[config.mk]
export PLATFORM = sky130hd
export DESIGN_NAME = bcd_conv_sched
export DESIGN_NICKNAME = d
export VERILOG_FILES = /design/src/rtl/bcd_conv_sched.sv
export SDC_FILE = /design/constraint.sdc
export NUM_CORES = 1
export LEC_CHECK = 0
export CORE_MARGIN = 3
export CORE_UTILIZATION = 39
export CTS_BUF_LIST = sky130_fd_sc_hd__clkbuf_4 sky130_fd_sc_hd__clkbuf_8
export DETAILED_ROUTE_END_ITERATION = 10
export PLACE_DENSITY = 0.9
export SLEW_MARGIN = 20
export SYNTH_ARGS = -nofsm -noshare
export SYNTH_HDL_FRONTEND = slang
export SYNTH_SLANG_ARGS = --single-unit
[constraint.sdc]
create_clock -name clk -period 2 [get_ports clk]
set_input_delay 0.2 -clock clk [delete_from_list [all_inputs] [get_ports clk]]
set_output_delay 0.2 -clock clk [all_outputs]
set_load 0.01 [all_outputs]
[src/rtl/bcd_conv_sched.sv]
// bcd_conv_sched: round-robin scheduler sharing one 12-bit binary-to-BCD engine
// among NREQ level-request clients. One conversion in flight at a time; the
// result is returned to the granted client with a one-cycle ack.
module bcd_conv_sched #(
  parameter int NREQ        = 4,
  parameter int EN_CYCLES   = 2,
  parameter int CONV_CYCLES = 64,
  parameter int USE_RDY     = 0
) (
  input  logic               clk,
  input  logic               rst_n,
  input  logic [NREQ-1:0]    req,
  input  logic [NREQ*12-1:0] bin_in,
  output logic [NREQ-1:0]    ack,
  output logic [15:0]        bcd_out,
  output logic               busy,
  output logic               timeout,
  output logic               conv_en,
  output logic [11:0]        conv_bin,
  input  logic [15:0]        conv_bcd,
  input  logic               conv_rdy
);

  localparam int PW      = $clog2(NREQ);
  localparam int CNT_MAX = (CONV_CYCLES > EN_CYCLES) ? CONV_CYCLES : EN_CYCLES;
  localparam int CW      = $clog2(CNT_MAX) + 1;

  localparam logic [CW-1:0] LAST_WAIT = CW'(CONV_CYCLES - 1);
  localparam logic [CW-1:0] LAST_EN   = CW'(EN_CYCLES - 1);
  localparam logic [PW-1:0] LAST_REQ  = PW'(NREQ - 1);

  typedef enum logic [1:0] {
    ST_IDLE,
    ST_LAUNCH,
    ST_WAIT,
    ST_DELIVER
  } state_t;

  state_t        state_reg;
  logic [CW-1:0] cnt_reg;
  logic [PW-1:0] gnt_reg;
  logic [PW-1:0] rr_ptr_reg;

  // Per-client operand view of the packed operand bus.
  logic [11:0] operand [NREQ];
  for (genvar gi = 0; gi < NREQ; gi++) begin : g_operand
    assign operand[gi] = bin_in[12*gi +: 12];
  end

  logic [PW-1:0] pick;
  logic          pick_valid;

  // Round-robin pick: first set request at or after rr_ptr, wrapping modulo NREQ.
  // Scanning offsets from high to low lets the smallest offset win.
  always_comb begin
    pick       = '0;
    pick_valid = 1'b0;
    for (int k = NREQ - 1; k >= 0; k--) begin
      if (req[(int'(rr_ptr_reg) + k) % NREQ]) begin
        pick       = PW'((int'(rr_ptr_reg) + k) % NREQ);
        pick_valid = 1'b1;
      end
    end
  end

  logic          wait_last;
  logic          wait_done;
  logic [PW-1:0] next_ptr;

  // The timeout bound also ends the conversion when the ready handshake is off.
  assign wait_last = (cnt_reg == LAST_WAIT);
  assign wait_done = wait_last || ((USE_RDY != 0) && conv_rdy);
  // The client just served drops to lowest priority for the next round.
  assign next_ptr  = (gnt_reg == LAST_REQ) ? '0 : gnt_reg + 1'b1;

  // Scheduler FSM: grant, launch the engine, wait for the result, deliver.
  always_ff @(posedge clk or negedge rst_n) begin
    if (!rst_n) begin
      state_reg  <= ST_IDLE;
      cnt_reg    <= '0;
      gnt_reg    <= '0;
      rr_ptr_reg <= '0;
      ack        <= '0;
      bcd_out    <= '0;
      busy       <= 1'b0;
      timeout    <= 1'b0;
      conv_en    <= 1'b0;
      conv_bin   <= '0;
    end else begin
      ack <= '0;
      case (state_reg)
        ST_IDLE: begin
          if (pick_valid) begin
            gnt_reg   <= pick;
            conv_bin  <= operand[pick];
            busy      <= 1'b1;
            conv_en   <= 1'b1;
            cnt_reg   <= '0;
            state_reg <= ST_LAUNCH;
          end
        end
        ST_LAUNCH: begin
          if (cnt_reg == LAST_EN) begin
            conv_en   <= 1'b0;
            cnt_reg   <= '0;
            state_reg <= ST_WAIT;
          end else begin
            cnt_reg <= cnt_reg + 1'b1;
          end
        end
        ST_WAIT: begin
          if (wait_done) begin
            // A client that gave up its request gets no ack and bcd_out keeps
            // the last delivered value; the result is only committed when acked.
            if (req[gnt_reg]) begin
              ack[gnt_reg] <= 1'b1;
              bcd_out      <= conv_bcd;
            end
            if ((USE_RDY != 0) && wait_last && !conv_rdy) begin
              timeout <= 1'b1;
            end
            state_reg <= ST_DELIVER;
          end else if (!wait_last) begin
            cnt_reg <= cnt_reg + 1'b1;
          end
        end
        ST_DELIVER: begin
          rr_ptr_reg <= next_ptr;
          busy       <= 1'b0;
          state_reg  <= ST_IDLE;
        end
        default: state_reg <= ST_IDLE;
      endcase
    end
  end

endmodule
# Word-level counts from Yosys, hierarchy flattened
# Index checks and enable logic that the tools add are counted.
# classes
addsub	5
n_lt_le_gt_ge	7
eq_ne	10
n_mux	42
n_bitwise	4
n_reduce_logical	14
# ops
op	n
$bmux 12 s2	1
$mux 12	2
$mux 7	3
$pmux 7 s3	1
$mux 2	8
$mux 1	15
$lt 3x4->1 const B	3
$mux 4	3
$reduce_and 3->1	4
$bmux 1 s2	5
$ne 2x2->1 const B	4
$pmux 2 s4	1
$add 7x1->7 const B	1
$eq 7x1->1 const B	1
$eq 7x6->1 const B	1
$eq 2x2->1 const B	3
$lt 2x3->1 const B	2
$reduce_or 2->1	3
$add 2x1->2 const B	2
$add 2x2->2 const B	2
$pmux 1 s2	2
$reduce_and 2->1	2
$reduce_bool 2->1	2
$and 1x1->1 const A	3
8 further kinds	8
# word_totals
ff_bits	47
input_bits	71
output_inout_bits	35
word_cells	91

# Depth between registers and ports, before layout
# depth
depth_word	14
ltp_mapped	7
ltp_nobuf	7

# Worst setup path after synthesis
# No wires, ideal clock.
# synth_timing
path_type	register to register
start	register cnt_reg[1]
end	register state_reg[1]
setup_time_ns	0.125
arrival_time_ns	1.781
required_time_ns	1.875
slack_ns	0.094
path_stages_with_launch	8
n_path_buf	0
synth_period_minus_slack_ns	1.906
path_cell_list	dfrtp_1 > inv_1 > ha_1 > or4b_1 > o31ai_2 > nand2b_1 > a21oi_2 > mux2_2
# synth_between
elab_chain_cells	3
elab_cells_between_ends	5
classes_between	4 x eq/ne; 1 x reduce/logical
# synth_rtl
item	line	source
start: declaration	40	logic [CW-1:0] cnt_reg;
start signal: assignment	108	cnt_reg <= cnt_reg + 1'b1;
start signal: assignment	124	cnt_reg <= cnt_reg + 1'b1;
$eq 7x6->1 / $eq 7x1->1 (equally long branches)	71, 103	
$ne 2x2->1 (no source line)	--	
$reduce_and 3->1 (no source line) (*)	--	
end signal: assignment	79	state_reg <= ST_IDLE;
end signal: assignment	99	state_reg <= ST_LAUNCH;
end signal: assignment	106	state_reg <= ST_WAIT;
end: declaration	39	state_t state_reg;
# Mark *: on every way between the ends. The rest lies on a longest branch, timed or not.
# A chain may end at the register's enable or synchronous reset.

# Final worst setup path
# Same ends and word-level chain as after synthesis.

==> results_dict.tcl <==
set metrics [dict create \
    synth_xor_area_share_pct 0 \
    die_height_um 85.3 \
    r2r_end "state_reg[1]" \
    synthFlopType "dfrtp_1" \
    reg2reg_depth 7 \
    cts.clk_slew.worst_paths_ns 0.09 \
    hold_class "in2async" \
    h-tree-depth 2 \
    place_congestion 0.804 \
    largest_reg_flops 16 \
    critical_path_buf_inv_count 1 \
    p_seq_share_pct 32.6 \
    reg2reg_slack_ns -0.01 \
    power_switching_uw 1440 \
    status "finished with violations" \
    dpl_cell_area_sq_mm 0.00368 \
    critical_path_required_ns 2.19 \
    dieArea_sq_mm 0.00728 \
    min_period_over_period_pct 101 \
    powerDensity_mw_per_mm2 1050 \
    layout_setup_ws_ns -0.0137 \
    final_antenna_net_count 0 \
    synthDominantCellAreaShare_pct 47.9 \
    synth_edf_count 0 \
    ir_drop_mv 0.621 \
    violations "setup timing" \
    slew_headroom_pct 63.0 \
    yosys.area.top_type "dfrtp_1" \
    power_frac_clock_pct 16.9 \
    setup_violations 3 \
    crit_cells 7 \
    ioPinCount 106 \
    synth_nets 294 \
    synthAdderAreaFrac_pct 5.61 \
    grt_max_degree 26 \
    worstSetupStartpointType "register" \
    grt_usage_pct 17.6 \
    num_rows 28 \
    synthSimpleGateAreaFrac_pct 8.41 \
    muxShareOfSynthArea_pct 19.0 \
    synthTopCellsByCount "dfrtp_1, mux2i_1, mux2_2, nand2_1, inv_1" \
    ys_seq_area_share_pct 47.9 \
    dpl.hpwl_um 4680 \
    skew_ns 0.00710 \
    yosysMostFrequentCell "dfrtp_1" \
    num_vias 2117 \
    synth_compound_area_share_pct 14.4 \
    async_flop_share_pct 100 \
    diodes 0 \
    grt-ovfl-total 0 \
    antenna_found_initial 0 \
    wl_um 6130 \
    intPower_uw 2650 \
    synth_warnings 1 \
    finalHoldViolCount 0 \
    cap_violations 0 \
    netlist-cell-type-count 39 \
    criticalPathCategory "reg2reg" \
    power_uw 4090 \
    syn_area_per_cell_sq_um 11.6 \
    synth_top_family_by_area "multiplexers" \
    wl_per_cell_um 14.9 \
    syn_area_sq_mm 0.00245 \
    cts_buffer_depth 2 \
    vias_per_cell 5.15 \
    fin_area_sq_mm 0.00389 \
    swShare_pct 35.2 \
    drcViolationCount 0 \
    die-width_um 85.3 \
    pwr-share-comb_pct 50.5 \
    crit_chain "inv_2, ha_4, or4b_4, o31ai_4, nand2b_1, a21oi_2, mux2_4" \
    core_area_sq_mm 0.00599 \
    cp_slowest_cell "or4b_4" \
    p_leak_uw 0.00184 \
    final_util_pct 65.0 \
    cts_sinks 47 \
    crit_path_max_incr_delay_ns 0.48 \
    ys_ff_latch 47 \
    initial_core_util_pct 41.0 \
    drt-pass1-iter-count 4 \
    rr_startpoint "cnt_reg[1]" \
    fin_crit_ns 2.01 \
    grt_pass1_vias 2222 \
    fin_nets 417 \
    crit_path_max_fanout 2 \
    max_freq_mhz 497 \
    cts_buffers 5 \
    syn_inst 212 \
    tightestPinTransition_ns 0.555 \
    cp_top_family "simple AND/OR/NAND/NOR gates" \
    fill_cells 451 \
    root_buffer "clkbuf_8" \
    clk_latency_ns 0.30 \
    io_buffers 103 \
    synthTopCellsByArea "dfrtp_1, mux2i_1, mux2_2, ha_1, o221ai_1" \
    final_max_slew_viol_count 0 \
    endpoint_kind "register" \
    drtIter0Drc 85 \
    rsz0062_at_grt "true" \
    arrival_ns 2.21 \
    grt_pass1_wl_um 10300 \
    tritoncts "yes" \
    drive_gt1_share_pct 18.5 \
    syn2layout_area_growth_pct 58.6 \
]
-- worst max-delay path by stage --
stage,from,end
floorplan,cnt_reg[1],state_reg[1]
CTS,cnt_reg[1],state_reg[1]
global placement,req[0],conv_bin[1]
finish,cnt_reg[1],state_reg[1]
global route,cnt_reg[1],state_reg[1]
detailed placement,req[0],conv_bin[4]
-- power by group through the flow --
stage / combinational [uW] / clock (uW) / sequential, uW
3_5_place_dp: 1950 / 0 / 1340
5_1_grt: 2280 / 758 / 1370
3_3_place_gp: 1890 / 0 / 1330
6_report: 2070 / 692 / 1330
4_1_cts: 2030 / 713 / 1330
2_1_floorplan: 1080 / 0 / 1390
-- area by class of cell --
| class | count | area (sq um) | share of cell area [%] |
|---|---|---|---|
| Tap cell | 75 | 93.8 | 2.41 |
| Sequential cell | 47 | 1180 | 30.2 |
| Inverter | 16 | 60.1 | 1.54 |
| Clock buffer | 5 | 68.8 | 1.77 |
| Clock inverter | 3 | 43.8 | 1.13 |
| Multi-Input combinational cell | 141 | 1210 | 31.2 |
| Timing Repair Buffer | 124 | 1240 | 31.8 |
-- through the flow --
| step | instances | hold slack (ns) | TNS [ns] | setup slack (ns) |
|---|---|---|---|---|
| 6_report | 411 | 0.411 | -0.0202 | -0.0137 |
| 5_1_grt | 411 | 0.464 | -0.582 | -0.0994 |
| 4_1_cts | 408 | 0.429 | -0.0178 | -0.0150 |
| 3_5_place_dp | 397 | 0.231 | -0.568 | -0.0976 |
| 3_3_place_gp | 397 | 0.221 | -0.0866 | -0.0314 |
| 2_1_floorplan | 212 | -0.0956 | 0 | 0.0940 |
-- cell families (layout without fill, tap and decap cells) --
kind of cell | Yosys count | count (layout)
simple gates | 43 | 43
other cells | 1 | 1
fa+ha+maj | 11 | 11
flops | 47 | 47
mux | 43 | 43
buf+inv | 24 | 148
compound gates | 43 | 43
-- per-layer routing --
metal | routed length (um) | vias up | track usage, %
li1 | - | 1006 | -
met2 | 3230 | 82 | 31.1
met3 | 449 | 8 | 5.73
met1 | 2390 | 1021 | 20.6
met4 | 57 | 0 | 4.03
met5 | 0 | - | 0
-- cell usage in the layout (no fill, tap or decap), types with 9 or more instances in the layout --
master           instances
mux2i_1                 24
nand2_1                 18
o221ai_1                12
clkdlybuf4s50_1        102
ha_1                    10
nor2_1                   9
dfrtp_1                 47
buf_4                   16
mux2_2                  17
inv_1                   15
-- timing repair --
item	in CTS	in global routing
cloned	0	0
endpoints found under the hold margin	22	0
hold buffers	1	0
buffers inserted	2	3
pin swaps	2	2
setup endpoints to repair	4	25
gates resized for setup	4	5
Note: power is estimated with default switching activity, not from simulation.
